File: src/rtl/bmem_arbiter.sv
// bmem_arbiter: shares the burst memory between the instruction and data caches.
// Reads gather four 64-bit beats into a 256-bit line; dcache write-backs are
// sent as four 64-bit beats. One bmem transaction is outstanding at a time.
// Optional build macro BMEM_ARB_RR_EN: round-robin between the two ports
// instead of fixed dcache priority.
//
// state      | meaning
// -----------+-----------------------------------------------------------
// IDLE       | sample requests, pick owner, latch line-aligned address
// RD_CMD     | hold bmem_read until bmem accepts it
// RD_COLLECT | gather beats whose raddr matches the latched address
// WR_BEATS   | present write beats, advance only on bmem_ready
// RESP       | one-cycle completion pulse to the owner
module bmem_arbiter #(
   parameter int ADDR_WIDTH = 32,
   parameter int LINE_WIDTH = 256,
   parameter int BEAT_WIDTH = 64
) (
   input  logic                  clk,
   input  logic                  rst,
   input  logic [ADDR_WIDTH-1:0] i_addr,
   input  logic                  i_read,
   output logic [LINE_WIDTH-1:0] i_rdata,
   output logic                  i_resp,
   input  logic [ADDR_WIDTH-1:0] d_addr,
   input  logic                  d_read,
   input  logic                  d_write,
   input  logic [LINE_WIDTH-1:0] d_wdata,
   output logic [LINE_WIDTH-1:0] d_rdata,
   output logic                  d_resp,
   output logic [ADDR_WIDTH-1:0] bmem_addr,
   output logic                  bmem_read,
   output logic                  bmem_write,
   output logic [BEAT_WIDTH-1:0] bmem_wdata,
   input  logic                  bmem_ready,
   input  logic [ADDR_WIDTH-1:0] bmem_raddr,
   input  logic [BEAT_WIDTH-1:0] bmem_rdata,
   input  logic                  bmem_rvalid
);

   localparam int BEATS = LINE_WIDTH / BEAT_WIDTH;
   localparam int CW    = $clog2(BEATS);
   localparam logic [ADDR_WIDTH-1:0] LINE_MASK = ~ADDR_WIDTH'(31);

   typedef enum logic [2:0] {IDLE, RD_CMD, RD_COLLECT, WR_BEATS, RESP} state_t;

   state_t                state, state_nx;
   logic                  owner;        // 1 = dcache, 0 = icache
   logic [ADDR_WIDTH-1:0] addr;
   logic [CW-1:0]         cnt;
   logic [LINE_WIDTH-1:0] line, line_nx;
   logic                  d_req, pick_d, beat_ok, last_beat;

   assign d_req     = d_read | d_write;
   assign last_beat = (cnt == CW'(BEATS - 1));
   assign beat_ok   = (state == RD_COLLECT) && bmem_rvalid && (bmem_raddr == addr);

`ifdef BMEM_ARB_RR_EN
   logic rr_last;   // owner served most recently; the other port is favoured

   assign pick_d = d_req && (!i_read || !rr_last);

   // Record the served port as the FSM enters RESP.
   always_ff @(posedge clk or posedge rst) begin
      if (rst)
         rr_last <= 1'b0;
      else if (state_nx == RESP && state != RESP)
         rr_last <= owner;
   end
`else
   assign pick_d = d_req;
`endif

   // State register.
   always_ff @(posedge clk or posedge rst) begin
      if (rst)
         state <= IDLE;
      else
         state <= state_nx;
   end

   // Next-state decode and bmem/response outputs.
   always_comb begin
      state_nx   = state;
      bmem_read  = 1'b0;
      bmem_write = 1'b0;
      bmem_addr  = '0;
      bmem_wdata = '0;
      i_resp     = 1'b0;
      d_resp     = 1'b0;
      case (state)
         IDLE: begin
            if (pick_d)
               state_nx = d_write ? WR_BEATS : RD_CMD;
            else if (i_read)
               state_nx = RD_CMD;
         end
         RD_CMD: begin
            bmem_read = 1'b1;
            bmem_addr = addr;
            if (bmem_ready)
               state_nx = RD_COLLECT;
         end
         RD_COLLECT: begin
            if (beat_ok && last_beat)
               state_nx = RESP;
         end
         WR_BEATS: begin
            bmem_write = 1'b1;
            bmem_addr  = addr;
            bmem_wdata = d_wdata[BEAT_WIDTH*int'(cnt) +: BEAT_WIDTH];
            if (bmem_ready && last_beat)
               state_nx = RESP;
         end
         RESP: begin
            i_resp   = ~owner;
            d_resp   = owner;
            state_nx = IDLE;
         end
         default: state_nx = IDLE;
      endcase
   end

   // Line with the current return beat merged in at its slot.
   always_comb begin
      line_nx = line;
      line_nx[BEAT_WIDTH*int'(cnt) +: BEAT_WIDTH] = bmem_rdata;
   end

   // Owner/address latch, beat counter and line assembly.
   always_ff @(posedge clk or posedge rst) begin
      if (rst) begin
         owner   <= 1'b0;
         addr    <= '0;
         cnt     <= '0;
         line    <= '0;
         i_rdata <= '0;
         d_rdata <= '0;
      end else begin
         case (state)
            IDLE: begin
               if (pick_d) begin
                  owner <= 1'b1;
                  addr  <= d_addr & LINE_MASK;
               end else if (i_read) begin
                  owner <= 1'b0;
                  addr  <= i_addr & LINE_MASK;
               end
            end
            RD_COLLECT: begin
               if (beat_ok) begin
                  line <= line_nx;
                  cnt  <= last_beat ? '0 : cnt + CW'(1);
                  if (last_beat) begin
                     if (owner)
                        d_rdata <= line_nx;
                     else
                        i_rdata <= line_nx;
                  end
               end
            end
            WR_BEATS: begin
               if (bmem_ready)
                  cnt <= last_beat ? '0 : cnt + CW'(1);
            end
            default: ;
         endcase
      end
   end

endmodule

File: config.mk
export PLATFORM = sky130hd
export DESIGN_NAME = bmem_arbiter
export DESIGN_NICKNAME = d
export VERILOG_FILES = /design/src/rtl/bmem_arbiter.sv
export SDC_FILE = /design/constraint.sdc
export NUM_CORES = 2
export LEC_CHECK = 0
export ABC_AREA = 1
export CORE_AREA = 2 2 406 408
export CTS_BUF_LIST = sky130_fd_sc_hd__clkbuf_16
export CTS_CLUSTER_DIAMETER = 40
export DETAILED_ROUTE_END_ITERATION = 8
export DIE_AREA = 0 0 408 410
export GPL_TIMING_DRIVEN = 0
export PLACE_DENSITY = 0.56
export SYNTH_ARGS = -nofsm -noshare
export SYNTH_HDL_FRONTEND = slang
export SYNTH_SLANG_ARGS = --single-unit
File: constraint.sdc
create_clock -name clk -period 37.1 [get_ports clk]
set_clock_uncertainty 0.2 [all_clocks]
set_input_delay 7.42 -clock clk [delete_from_list [all_inputs] [get_ports clk]]
set_output_delay 7.42 -clock clk [all_outputs]
set_load 0.1 [all_outputs]
==> run metrics <==
Post-CTS Setup Inserts 0; ys async rst share 1.00; WS Path Type input port to primary output; Final period util 0.478; Post-Route WL 235 mm; CP max FO 1; fin. max-slew vios 0; DRT Pass-1 Iters 6; Setup crit start kind input port; core area 163000 µm²; worst r2r src cnt[0]; CTS tree built; largest net degree at the start of global routing 125; synth unique cells 24; Design Area, Final 56100 µm²; leakage power total 0.0267 µW; Die Height 410 µm; Critical Path RT 29.48 ns; setup_tns 0 ns; Mapped Cells 4882; R2R cell count 12; top_reg_cell synth dfrtp_1; Cells on Worst Hold Path 2; DR vias 41.3k; Max Cap Viol 0; multi-input logic area 15000 µm²; Peak Freq 0.0564 GHz; Total Power 3690 µW; vias in the first global route 40.0k; HP Class register to register; RSZ-0062 raised after global routing false; VDD IR max 0.0000470 V; TritonCTS buffer count 135; post-DR wirelength/cell 28.1 µm; share of cells above drive strength 1 0.0646; Critical Path Sink Type primary output; first-pass GRT wire length 318 mm; CTS Hold Bufs 0; io pins 1035; Starting Density 0.234; Post-synth EDFFs 0; Placed Area 51400 µm²; Chip Width 408 µm; fin crit period 17.72 ns; H-tree levels 4; Tot GR Track Use 0.272; Area Overhead vs Synth 46.3%; Seq/Total Area, Yosys 0.523; initial antenna violation count 62; CP arrival 10.10 ns; fillers 17.3k; Yosys reg bits 801; fin nets 6476; r2r endpoint d_rdata[197]; hold wc startpoint d_rdata[252]; CTS Buffer Depth 3; synth warn 0; die area 167000 µm²; Finish-stage setup viols 0; Relative slew margins 0.0442; Clock Latency Late Sink 0.78 ns; Synth top area share 0.523; Hold Fails Final Rpt 0; Power Density 65.8 nW/µm²; port buffer count 1017; register area 20000 µm²; Hold Crit Endpoint d_rdata[252]; syn_area_per_cell 7.85 µm²; CTS clk-pin slew, worst paths 0.05 ns; Worst-Margin Slew 1.43 ns; Via density 4.93; grt total ovfl 0; Root Driver clkbuf_16; Synth area leader dfrtp_1; DRT iter0 DRCs 4170; R2R Setup Slk 32.13 ns; DRT antenna net count 0; CTS Sinks 801; post-cts resize count 0; outcome completed; Placer Congestion 0.941; detailed-route DRC error count 0; # rows 149; Mapped Area 38300 µm²; synth top area cells dfrtp_1 (52%), nand2_1 (12%), nand4_1 (8.4%); HPWL after DPL 193 mm
==> worst max path at each step <==
stage                      from        endpoint  cells past startpoint
finish              d_wdata[72]   bmem_wdata[8]                      4
detailed placement  d_wdata[47]  bmem_wdata[47]                      6
floorplan                   rst        addr[10]                      1
global placement            rst    i_rdata[180]                      2
CTS                 d_wdata[47]  bmem_wdata[47]                      6
global route        d_wdata[47]  bmem_wdata[47]                      6
==> registers in the layout, indices dropped and copies added (netlist names) <==
| name | flops |
|---|---|
| owner | 1 |
| d_rdata | 256 |
| line | 256 |
| cnt | 2 |
| i_rdata | 256 |
| addr | 27 |
| state | 3 |
==> layer usage <==
layer / GRT usage / share of wire / vias to the layer above
met5: 0 / 0.00094 / -
met1: 0.312 / 0.37 / 20198
met3: 0.0875 / 0.095 / 434
met2: 0.459 / 0.48 / 2007
met4: 0.128 / 0.051 / 34
li1: - / - / 18599
==> critical path: stages <==
cell and delay [ns]:
clkdlybuf4s50_1 0.43, o21ai_0 1.05, a21oi_1 0.17, clkdlybuf4s50_1 1.02
==> cell usage in the layout, fill, tap and decap left out, types with 5 or more instances in the layout <==
cell type,count
clkbuf_1,231
clkinv_2,19
buf_4,5
clkinv_1,24
inv_16,8
inv_1,407
inv_6,9
diode_2,16
clkdlybuf4s50_1,1011
ha_1,6
o22ai_1,220
clkinvlp_4,8
conb_1,5
buf_1,30
nand2_1,1238
clkinv_4,15
dfrtp_1,801
nor2_1,644
buf_2,162
clkbuf_16,136
nand4_1,514
nand3_1,74
bufinv_16,13
buf_16,7
a31oi_1,27
o21ai_0,201
a21oi_1,323
==> Yosys cell counts (all sizes together) (6+ instances only) <==
library cell / count
buf: 191
ha: 6
a21oi: 323
nand2: 1238
nand4: 514
a31oi: 27
o22ai: 220
o21ai: 201
nor2: 646
nand3: 74
clkbuf: 235
dfrtp: 801
inv: 398
==> cell type report <==
class	instances	share of cell area
sequential	801	0.358
multi-input combinational	3260	0.267
timing repair buffer	1024	0.185
clock buffer	136	0.0607
tap	2189	0.0489
buffer	426	0.0324
inverter	399	0.0269
clock inverter	113	0.0211
antenna	16	0.000714
==> logic make-up after synthesis <==
kind of cell / after synthesis / share of synthesized area
flops: 801 / 0.523
compound gates: 774 / 0.109
fa+ha+maj: 6 / 0.00196
buf+inv: 825 / 0.0864
simple gates: 2473 / 0.279
other cells: 1 / 0.0000979
xor+xnor: 2 / 0.000457
==> report_power, final <==
part | leakage, µW | switching, µW | internal, µW
logic | 0.0147 | 1190 | 309
clock network | 0.00227 | 499 | 775
registers | 0.00977 | 19.6 | 893
total | 0.0267 | 1710 | 1980
==> metrics by stage <==
step | instances | util | hold slack (ns) | setup WS [ns]
6_report | 8364 | 0.343 | 0.269 | 19.38
3_5_place_dp | 8099 | 0.315 | 0.258 | 19.40
2_1_floorplan | 4886 | - | 0.278 | 6.99
5_1_grt | 8359 | 0.343 | 0.287 | 19.42
3_3_place_gp | 8092 | 0.313 | 0.257 | -3.68
4_1_cts | 8348 | 0.343 | 0.271 | 19.39
(Power assumes the default switching activity.)
